`src/rtl/decrypter_axi_master_if.sv`:
```
// One AXI4-Lite channel: a valid/ready handshake carrying an information word.
interface axi_channel #(
  parameter int width_g = 32
) ();
  logic               valid;
  logic               ready;
  logic [width_g-1:0] information;

  modport source (output valid, output information, input ready);
  modport target (input valid, input information, output ready);
  modport master (output valid, output information, input ready);
  modport slave  (input valid, input information, output ready);
endinterface

```
`src/rtl/decrypter_axi_master.sv`:
```
// AXI4-Lite write initiator for the decrypter target port, with per-state timeout and status counters.
// Optional address cache enabled by defining DEC_AXI_MASTER_ADDR_CACHE_EN.
module decrypter_axi_master #(
  parameter int data_width_g = 32,
  parameter int timeout_g    = 64,
  parameter int cnt_width_g  = 16
) (
  input  logic                    clk,
  input  logic                    rst,
  input  logic                    cmd_valid,
  output logic                    cmd_ready,
  input  logic [data_width_g-1:0] cmd_addr,
  input  logic [data_width_g-1:0] cmd_data,
  axi_channel.source              waddr_channel,
  axi_channel.source              wdata_channel,
  axi_channel.target              wresp_channel,
  output logic                    rsp_valid,
  output logic [1:0]              rsp_code,
  output logic                    rsp_timeout,
  output logic [cnt_width_g-1:0]  okay_count,
  output logic [cnt_width_g-1:0]  err_count
);
  typedef enum logic [1:0] {IDLE, ADDR, DATA, RESP} state_t;

  localparam int            TW    = $clog2(timeout_g) + 1;
  localparam logic [TW-1:0] TLAST = TW'(timeout_g - 1);

  state_t                  state_q;
  logic                    cmd_ready_q;
  logic                    awvld_q, wvld_q, brdy_q;
  logic [data_width_g-1:0] awinfo_q, winfo_q, data_q;
  logic                    rsp_valid_q, rsp_timeout_q;
  logic [1:0]              rsp_code_q;
  logic [TW-1:0]           tmo_cnt_q;
  logic [cnt_width_g-1:0]  okay_cnt_q, err_cnt_q;

  logic aw_hs, w_hs, b_hs, expired, tmo_fire, cache_hit;

  function automatic logic [cnt_width_g-1:0] sat_inc(input logic [cnt_width_g-1:0] v);
    return (&v) ? v : v + 1'b1;
  endfunction

  assign aw_hs   = awvld_q && waddr_channel.ready;
  assign w_hs    = wvld_q && wdata_channel.ready;
  assign b_hs    = brdy_q && wresp_channel.valid;
  assign expired = (tmo_cnt_q == TLAST);
  // A handshake on the expiry edge takes precedence over the abort.
  assign tmo_fire = expired && ((state_q == ADDR && !aw_hs) ||
                                (state_q == DATA && !w_hs)  ||
                                (state_q == RESP && !b_hs));

`ifdef DEC_AXI_MASTER_ADDR_CACHE_EN
  localparam logic [data_width_g-1:0] ADDR_MASK = ~data_width_g'(7);

  logic                    cache_vld_q;
  logic [data_width_g-1:0] cache_addr_q;

  // Out-of-range addresses leave the target's address register untouched, so they must not be cached.
  always_ff @(posedge clk) begin
    if (rst) begin
      cache_vld_q <= 1'b0;
    end else if (tmo_fire || (b_hs && wresp_channel.information == 2'b11)) begin
      cache_vld_q <= 1'b0;
    end else if (aw_hs) begin
      cache_vld_q  <= ((awinfo_q & ADDR_MASK) == '0);
      cache_addr_q <= awinfo_q;
    end
  end

  assign cache_hit = cache_vld_q && (cmd_addr == cache_addr_q);
`else
  assign cache_hit = 1'b0;
`endif

  always_ff @(posedge clk) begin
    if (rst) begin
      state_q       <= IDLE;
      cmd_ready_q   <= 1'b0;
      awvld_q       <= 1'b0;
      awinfo_q      <= '0;
      wvld_q        <= 1'b0;
      winfo_q       <= '0;
      brdy_q        <= 1'b0;
      rsp_valid_q   <= 1'b0;
      rsp_code_q    <= 2'b00;
      rsp_timeout_q <= 1'b0;
      okay_cnt_q    <= '0;
      err_cnt_q     <= '0;
      tmo_cnt_q     <= '0;
    end else begin
      rsp_valid_q <= 1'b0;
      tmo_cnt_q   <= tmo_cnt_q + 1'b1;
      if (tmo_fire) begin
        state_q       <= IDLE;
        awvld_q       <= 1'b0;
        awinfo_q      <= '0;
        wvld_q        <= 1'b0;
        winfo_q       <= '0;
        brdy_q        <= 1'b0;
        rsp_valid_q   <= 1'b1;
        rsp_timeout_q <= 1'b1;
        rsp_code_q    <= 2'b10;
        err_cnt_q     <= sat_inc(err_cnt_q);
      end else begin
        case (state_q)
          IDLE: begin
            tmo_cnt_q <= '0;
            // cmd_ready comes up one cycle after completion or reset release.
            if (!cmd_ready_q) begin
              cmd_ready_q <= 1'b1;
            end else if (cmd_valid) begin
              cmd_ready_q <= 1'b0;
              data_q      <= cmd_data;
              if (cache_hit) begin
                state_q <= DATA;
                wvld_q  <= 1'b1;
                winfo_q <= cmd_data;
              end else begin
                state_q  <= ADDR;
                awvld_q  <= 1'b1;
                awinfo_q <= cmd_addr;
              end
            end
          end
          ADDR: if (aw_hs) begin
            awvld_q   <= 1'b0;
            awinfo_q  <= '0;
            wvld_q    <= 1'b1;
            winfo_q   <= data_q;
            tmo_cnt_q <= '0;
            state_q   <= DATA;
          end
          DATA: if (w_hs) begin
            wvld_q    <= 1'b0;
            winfo_q   <= '0;
            brdy_q    <= 1'b1;
            tmo_cnt_q <= '0;
            state_q   <= RESP;
          end
          RESP: if (b_hs) begin
            brdy_q        <= 1'b0;
            rsp_valid_q   <= 1'b1;
            rsp_code_q    <= wresp_channel.information;
            rsp_timeout_q <= 1'b0;
            if (wresp_channel.information == 2'b00) okay_cnt_q <= sat_inc(okay_cnt_q);
            else                                    err_cnt_q  <= sat_inc(err_cnt_q);
            state_q       <= IDLE;
          end
          default: state_q <= IDLE;
        endcase
      end
    end
  end

  assign cmd_ready                 = cmd_ready_q;
  assign waddr_channel.valid       = awvld_q;
  assign waddr_channel.information = awinfo_q;
  assign wdata_channel.valid       = wvld_q;
  assign wdata_channel.information = winfo_q;
  assign wresp_channel.ready       = brdy_q;
  assign rsp_valid                 = rsp_valid_q;
  assign rsp_code                  = rsp_code_q;
  assign rsp_timeout               = rsp_timeout_q;
  assign okay_count                = okay_cnt_q;
  assign err_count                 = err_cnt_q;
endmodule

```
`src/flat_wrapper.sv`:
```
// flat-port wrapper written by rule: the top's interface ports become plain ports
module decrypter_axi_master_flat 
#(
  parameter int data_width_g = 32,
  parameter int timeout_g    = 64,
  parameter int cnt_width_g  = 16
)
  (clk, rst, cmd_valid, cmd_ready, cmd_addr, cmd_data, rsp_valid, rsp_code, rsp_timeout, okay_count, err_count, waddr_channel_valid, waddr_channel_information, waddr_channel_ready, wdata_channel_valid, wdata_channel_information, wdata_channel_ready, wresp_channel_valid, wresp_channel_information, wresp_channel_ready);
  axi_channel #(.width_g(32)) waddr_channel_i ();
  axi_channel #(.width_g(32)) wdata_channel_i ();
  axi_channel #(.width_g(2)) wresp_channel_i ();
  input  logic clk;
  input  logic rst;
  input  logic cmd_valid;
  output logic cmd_ready;
  input  logic [data_width_g-1:0] cmd_addr;
  input  logic [data_width_g-1:0] cmd_data;
  output logic rsp_valid;
  output logic [1:0] rsp_code;
  output logic rsp_timeout;
  output logic [cnt_width_g-1:0] okay_count;
  output logic [cnt_width_g-1:0] err_count;
  output wire logic [$bits(waddr_channel_i.valid)-1:0] waddr_channel_valid;
  output wire logic [$bits(waddr_channel_i.information)-1:0] waddr_channel_information;
  input wire logic [$bits(waddr_channel_i.ready)-1:0] waddr_channel_ready;
  output wire logic [$bits(wdata_channel_i.valid)-1:0] wdata_channel_valid;
  output wire logic [$bits(wdata_channel_i.information)-1:0] wdata_channel_information;
  input wire logic [$bits(wdata_channel_i.ready)-1:0] wdata_channel_ready;
  input wire logic [$bits(wresp_channel_i.valid)-1:0] wresp_channel_valid;
  input wire logic [$bits(wresp_channel_i.information)-1:0] wresp_channel_information;
  output wire logic [$bits(wresp_channel_i.ready)-1:0] wresp_channel_ready;
  assign waddr_channel_valid = waddr_channel_i.valid;
  assign waddr_channel_information = waddr_channel_i.information;
  assign waddr_channel_i.ready = waddr_channel_ready;
  assign wdata_channel_valid = wdata_channel_i.valid;
  assign wdata_channel_information = wdata_channel_i.information;
  assign wdata_channel_i.ready = wdata_channel_ready;
  assign wresp_channel_i.valid = wresp_channel_valid;
  assign wresp_channel_i.information = wresp_channel_information;
  assign wresp_channel_ready = wresp_channel_i.ready;
  decrypter_axi_master #(.data_width_g(data_width_g), .timeout_g(timeout_g), .cnt_width_g(cnt_width_g)) u_core (.clk(clk), .rst(rst), .cmd_valid(cmd_valid), .cmd_ready(cmd_ready), .cmd_addr(cmd_addr), .cmd_data(cmd_data), .waddr_channel(waddr_channel_i), .wdata_channel(wdata_channel_i), .wresp_channel(wresp_channel_i), .rsp_valid(rsp_valid), .rsp_code(rsp_code), .rsp_timeout(rsp_timeout), .okay_count(okay_count), .err_count(err_count));
endmodule
```
`config.mk`:
```
export PLATFORM = sky130hd
export DESIGN_NAME = decrypter_axi_master_flat
export DESIGN_NICKNAME = d
export VERILOG_FILES = /design/src/rtl/decrypter_axi_master_if.sv /design/src/rtl/decrypter_axi_master.sv /design/src/flat_wrapper.sv
export SDC_FILE = /design/constraint.sdc
export NUM_CORES = 1
export LEC_CHECK = 0
export CORE_ASPECT_RATIO = 0.6
export CORE_MARGIN = 2
export CORE_UTILIZATION = 34
export CTS_BUF_LIST = sky130_fd_sc_hd__clkbuf_8 sky130_fd_sc_hd__clkbuf_16
export DETAILED_ROUTE_END_ITERATION = 6
export SLEW_MARGIN = 20
export SYNTH_ARGS = -nofsm -noshare
export SYNTH_HDL_FRONTEND = slang
export SYNTH_SLANG_ARGS = --single-unit
```
`constraint.sdc`:
```
create_clock -name clk -period 5.3 [get_ports clk]
set_input_delay 1.06 -clock clk [delete_from_list [all_inputs] [get_ports clk]]
set_output_delay 1.06 -clock clk [all_outputs]
set_load 0.05 [all_outputs]
```
==> out/results.ini, run 1 <==
[run_status]
status = finished clean

[global_route]
grt_max_degree = 71
grt_overflow = 0
grt_pass1_vias = 4687
grt_util_all_layers_pct = 16.9
antenna_found_initial = 0
grt_pass1_wl_mm = 23.6

[critical_path]
rr_worst_depth = 7
r2r_slack_ns = 2.42
crit_family = simple AND/OR/NAND/NOR gates
critPathMaxFanout = 32
critical_path_arrival_ns = 3.27
r2r_start = u_core.state_q[1]
endpoint_kind = flip-flop
cp-start-kind = input port
path_buf_inv = 1
path_cells = clkdlybuf4s50_1 > nand2_1 > a221oi_2 > nand2b_1 > nand2b_2 > nor2_4
worstSetupPathType = input port to flip-flop
max_stage_delay_ns = 0.69
r2r_end = u_core.data_q[5]
worst_ep_required_time_ns = 5.34
cp_slowest_cell = nor2_4

[timing]
hold_viol_final = 0
whs_ns = 0.450
worstMarginPinSlew_ns = 0.876
setup_violations = 0
period_minus_slack_ns = 3.24
drv_slew = 0
rsz0062_at_grt = no
finClkSkew_ns = 0.0131
slew_headroom_pct = 41.4
max_freq_mhz = 309
finalSetupTns_ns = 0
finalCritPeriodShare_pct = 61.1

[min_path]
hold_path_class = flip-flop to flip-flop
hp-start = u_core.tmo_cnt_q[0]
hold_depth = 1
min_to = u_core.tmo_cnt_q[0]

[clock_tree]
clk_pin_slew_ns = 0.06
cts_buffers = 17
cts_max_level = 4
clk_latency_ns = 0.42
cts_buffer_depth = 2
clock-root-buffer = clkbuf_16
ctsResizeCount = 0
cts_tree = built
cts_sinks = 145
holdBufCountCts = 0
post_cts_buffers = 0

[detailed_routing]
vias_per_cell = 5.01
avgRoutedWirePerCell_um = 15.5
vias = 4758
ant_nets = 0
drc = 0
firstDrtPassIters = 4
drt_wl_total_mm = 14.8
drt_iter0_markers = 187

[cells_and_area]
layout_commonest_cell = clkdlybuf4s50_1
nFillCells = 1456
final_cell_mix = clkdlybuf4s50_1 (175), dfxtp_1 (113), a21oi_1 (63)
insertedDiodeCount = 0
area.growth.synth_to_final_pct = 43.9
num-nets-final = 808
drive_gt1_share_pct = 6.88

[synth]
ys_seq_area_share_pct = 57.2
syn_area_um2 = 5640
ys_seq_elements = 145
synth_warnings = 0
synth_fp_nets = 648
syn_area_per_cell_um2 = 9.93
synth_top_area_share_pct = 40.1
synth_area_leader_cell = dfxtp_1
ys_types = 44
synth_area_leaders = dfxtp_1 (40%), edfxtp_1 (17%), a21oi_1 (5.6%)
syn_inst = 568

[floorplanning]
dieArea_um2 = 17700
num_rows = 36
die_h_um = 104
die_x_um = 170
initial_core_util_pct = 34.8
core_um2 = 16200
ios = 176

[run]
max_cap_violations = 0

[place]
dpl.hpwl_mm = 10.1
portBuffers = 175
gp_congestion = 0.806

[power]
power_density_nw_per_um2 = 471
p_leak_nw = 2.74
ir_drop_v = 0.000241

## routing by layer
layer	vias to the layer above	wire, µm	part of all wire, %	track usage (%)
met3	18	1070	7.2	6.23
li1	2363	-	-	-
met1	2246	6820	46	21.4
met4	0	223	1.5	6.84
met2	131	6660	45	26.0
met5	-	0	0	0
## worst max path at each step
stage	start	end	slack [ns]	cells past startpoint
finish	wresp_channel_valid	u_core.data_q[5]	2.06	6
global route	wresp_channel_valid	u_core.data_q[2]	1.90	6
CTS	wresp_channel_valid	u_core.data_q[5]	2.04	6
detailed placement	wresp_channel_valid	u_core.data_q[5]	1.62	6
global placement	wresp_channel_valid	u_core.data_q[13]	1.68	6
floorplan	wdata_channel_ready	u_core.data_q[0]	1.26	7
## cell usage after synthesis
| master | n |
|---|---|
| and2_1 | 1 |
| or2_2 | 1 |
| o2111a_1 | 1 |
| a221oi_2 | 1 |
| nand4_2 | 1 |
| a31o_1 | 3 |
| or4_4 | 2 |
| nor4_1 | 1 |
| a21oi_1 | 63 |
| nand3b_1 | 32 |
| o2111ai_1 | 1 |
| o21ai_0 | 18 |
| a22oi_1 | 33 |
| mux2_1 | 4 |
| o31ai_1 | 5 |
| xnor2_1 | 2 |
| dfxtp_1 | 113 |
| edfxtp_1 | 32 |
| ha_1 | 8 |
| or3_1 | 19 |
| o21ai_1 | 3 |
| and3_1 | 6 |
| nor2b_1 | 5 |
| xor2_1 | 4 |
| clkbuf_1 | 32 |
| nand3_2 | 3 |
| buf_1 | 1 |
| o21bai_1 | 1 |
| a211oi_1 | 2 |
| mux2i_1 | 5 |
| nand3_1 | 8 |
| nand2b_1 | 7 |
| nor2_1 | 60 |
| a21o_1 | 1 |
| or4_1 | 4 |
| buf_2 | 4 |
| nand4_1 | 14 |
| nor3_1 | 4 |
| o211ai_2 | 1 |
| inv_1 | 4 |
| buf_6 | 2 |
| nand2_1 | 54 |
| a21boi_1 | 1 |
| a32oi_1 | 1 |
## cells by family (layout without fill, tap and decap cells)
group	count (synthesis)	after routing	share of synthesized area, %
adders and majority gates	8	8	1.78
xor gates and xnor gates	6	6	0.932
DFF	145	145	57.2
buffers and inverters	43	216	3.22
and+or+nand+nor	222	222	20.6
muxes	9	9	1.69
AOI/OAI and AO/OA	135	135	14.6
## cell type report
type                       instances  area (µm²)  share of cell area [%]
clock buffer                      18         439                    5.41
clock inverter                    14         121                    1.50
inverter                           4        15.0                   0.185
multi-input combinational        380        2270                    27.9
sequential                       145        3220                    39.7
tap                              209         262                    3.22
timing repair buffer             180        1790                    22.0
## through the flow
| stage | total power, mW | util [%] | instance area, µm² | setup WS [ns] | instances |
|---|---|---|---|---|---|
| 3_3_place_gp | 2.69 | 46.5 | 7540 | 1.68 | 918 |
| 5_1_grt | 4.00 | 50.0 | 8120 | 1.90 | 950 |
| 6_report | 3.82 | 50.0 | 8120 | 2.06 | 950 |
| 4_1_cts | 3.87 | 50.0 | 8120 | 2.04 | 950 |
| 3_5_place_dp | 2.72 | 46.6 | 7550 | 1.62 | 918 |
| 2_1_floorplan | 2.27 | - | 5640 | 1.26 | 568 |
## power breakdown
group          leakage, nW  internal (mW)  switching [mW]
clock network        0.272          0.627           0.507
logic                 1.26          0.430           0.882
registers             1.21           1.29          0.0859
## flip-flops by register name, indices dropped and copies added, names as in the netlist
register                          flops
u_core.wdata_channel.valid            1
u_core.okay_count                    16
u_core.state_q                        2
u_core.rsp_code                       2
u_core.rsp_timeout                    1
u_core.err_count                     16
u_core.cmd_ready                      1
u_core.rsp_valid                      1
u_core.waddr_channel.information     32
u_core.wresp_channel.ready            1
u_core.tmo_cnt_q                      7
u_core.data_q                        32
u_core.waddr_channel.valid            1
u_core.wdata_channel.information     32
Power figures use the tool's default switching activity.
==> run 2: changes to the inputs <==
==> constraint.sdc (replaced) <==
create_clock -name clk -period 3.1 [get_ports clk]
set_input_delay 0.62 -clock clk [delete_from_list [all_inputs] [get_ports clk]]
set_output_delay 0.62 -clock clk [all_outputs]
set_load 0.05 [all_outputs]
==> out/results.ini, run 2 (synthesis results as in run 1) <==
[run_status]
status = finished clean

[cells_and_area]
final_cells = 955  ; +0.53%
utilization_pct = 50.9  ; +0.83 points
num-nets-final = 813  ; +0.62%
layout_commonest_cell = clkdlybuf4s50_1
insertedDiodeCount = 0  ; unchanged
nFillCells = 1443  ; -0.89%
drive_gt1_share_pct = 7.37  ; +0.49 points
area.growth.synth_to_final_pct = 46.3
final_cell_mix = clkdlybuf4s50_1 (175), dfxtp_1 (113), a21oi_1 (63)
stdcell_area_um2 = 8250  ; +1.6%

[run]
max_cap_violations = 0  ; unchanged

[floorplanning]
dieArea_um2 = 17700  ; unchanged
num_rows = 36  ; unchanged
initial_core_util_pct = 34.8  ; unchanged
die_x_um = 170  ; unchanged
core_um2 = 16200  ; unchanged
ios = 176  ; unchanged
die_h_um = 104  ; unchanged

[timing]
slew_headroom_pct = 45.9  ; +4.5 points
whs_ns = 0.449  ; -0.00127 ns
drv_slew = 0  ; unchanged
rsz0062_at_grt = no
finClkSkew_ns = 0.0116  ; -0.00151 ns
setup_violations = 0  ; unchanged
hold_viol_final = 0  ; unchanged
worstMarginPinSlew_ns = 0.811  ; -0.0650 ns
period_minus_slack_ns = 2.48
max_freq_mhz = 404
finalCritPeriodShare_pct = 79.9
finalSetupTns_ns = 0  ; unchanged

[place]
gp_congestion = 0.789  ; -2.1%
place_area_um2 = 7590  ; +0.50%
placedCellCount = 923  ; +0.54%
portBuffers = 175  ; unchanged
dpl.hpwl_mm = 10.6  ; +4.6%

[critical_path]
critical_path_arrival_ns = 2.74  ; -0.53 ns
critPathMaxFanout = 70  ; +120%
worst_ep_required_time_ns = 3.36  ; -1.98 ns
worstSetupPathType = flip-flop to flip-flop
cp-start-kind = flip-flop
endpoint_kind = flip-flop

[clock_tree]
holdBufCountCts = 0  ; unchanged
cts_buffer_depth = 2  ; unchanged
cts_buffers = 17  ; unchanged
cts_max_level = 4  ; unchanged
cts_tree = built
clk_pin_slew_ns = 0.06  ; about the same
clock-root-buffer = clkbuf_16
clk_latency_ns = 0.42  ; about the same
ctsResizeCount = 0  ; unchanged
cts_sinks = 145  ; unchanged
post_cts_buffers = 0  ; unchanged

[power]
p_leak_nw = 2.81  ; +2.7%
power_density_nw_per_um2 = 835  ; +77%
ir_drop_v = 0.000369  ; +53%

[detailed_routing]
vias = 4816  ; +1.2%
avgRoutedWirePerCell_um = 15.9  ; +2.6%
vias_per_cell = 5.04  ; +0.69%
drt_wl_total_mm = 15.2  ; +3.1%
ant_nets = 0  ; unchanged
firstDrtPassIters = 5  ; +1
drt_iter0_markers = 289  ; +55%
drc = 0  ; unchanged

[min_path]
hold_path_class = flip-flop to flip-flop

[global_route]
grt_overflow = 0  ; unchanged
grt_pass1_wl_mm = 24.4  ; +3.2%
grt_max_degree = 71  ; unchanged
grt_util_all_layers_pct = 17.4  ; +0.54 points
antenna_found_initial = 0  ; unchanged
grt_pass1_vias = 4748  ; +1.3%

## run 2: final timing paths
kind         depth (start not counted)                              endpoint                                  from  slack [ns]
min                                  2  u_core.wdata_channel.information[28]  u_core.wdata_channel.information[28]        0.45
max reg2reg                          9  u_core.waddr_channel.information[25]                     u_core.state_q[1]        0.62
min reg2reg                          2  u_core.wdata_channel.information[28]  u_core.wdata_channel.information[28]        0.45
max                                  9  u_core.waddr_channel.information[25]                     u_core.state_q[1]        0.62
## run 2: stage by stage
| stage | setup WS (ns) | total power, mW |
|---|---|---|
| 2_1_floorplan | 0.248 | 3.88 |
| 3_3_place_gp | 0.399 | 4.64 |
| 3_5_place_dp | 0.327 | 4.68 |
| 4_1_cts | 0.627 | 6.97 |
| 5_1_grt | 0.430 | 7.22 |
| 6_report | 0.625 | 6.89 |
## run 2: final cells by class
cell class                      count  area (µm²)  share of cell area (%)
Multi-Input combinational cell    380        2250                    27.3
Tap cell                          209         262                    3.17
Clock inverter                     15         231                    2.81
Inverter                            4        15.0                   0.182
Sequential cell                   145        3220                    39.1
Clock buffer                       17         425                    5.16
Timing Repair Buffer              185        1840                    22.3
## run 2: report_power, final
part	internal (mW)	total (mW)	switching (mW)
clock network	1.44	2.26	0.826
registers	2.21	2.35	0.143
logic	0.761	2.27	1.51
## run 2: routing by layer
metal | wire length (µm) | vias to the layer above | GRT usage (%)
met3 | 846 | 20 | 4.66
met2 | 6640 | 122 | 25.7
met5 | 0 | - | 0
met1 | 7460 | 2304 | 24.1
met4 | 281 | 0 | 7.14
li1 | - | 2370 | -
## run 2: critical path, stage by stage, from the launching register on
cell      delay, ns
dfxtp_1        0.34
inv_1          0.11
ha_1           0.24
a21boi_1       0.32
a221oi_2       0.06
buf_4          0.18
nand2b_1       0.19
nand2b_2       0.12
buf_4          0.60
nor2_1         0.13
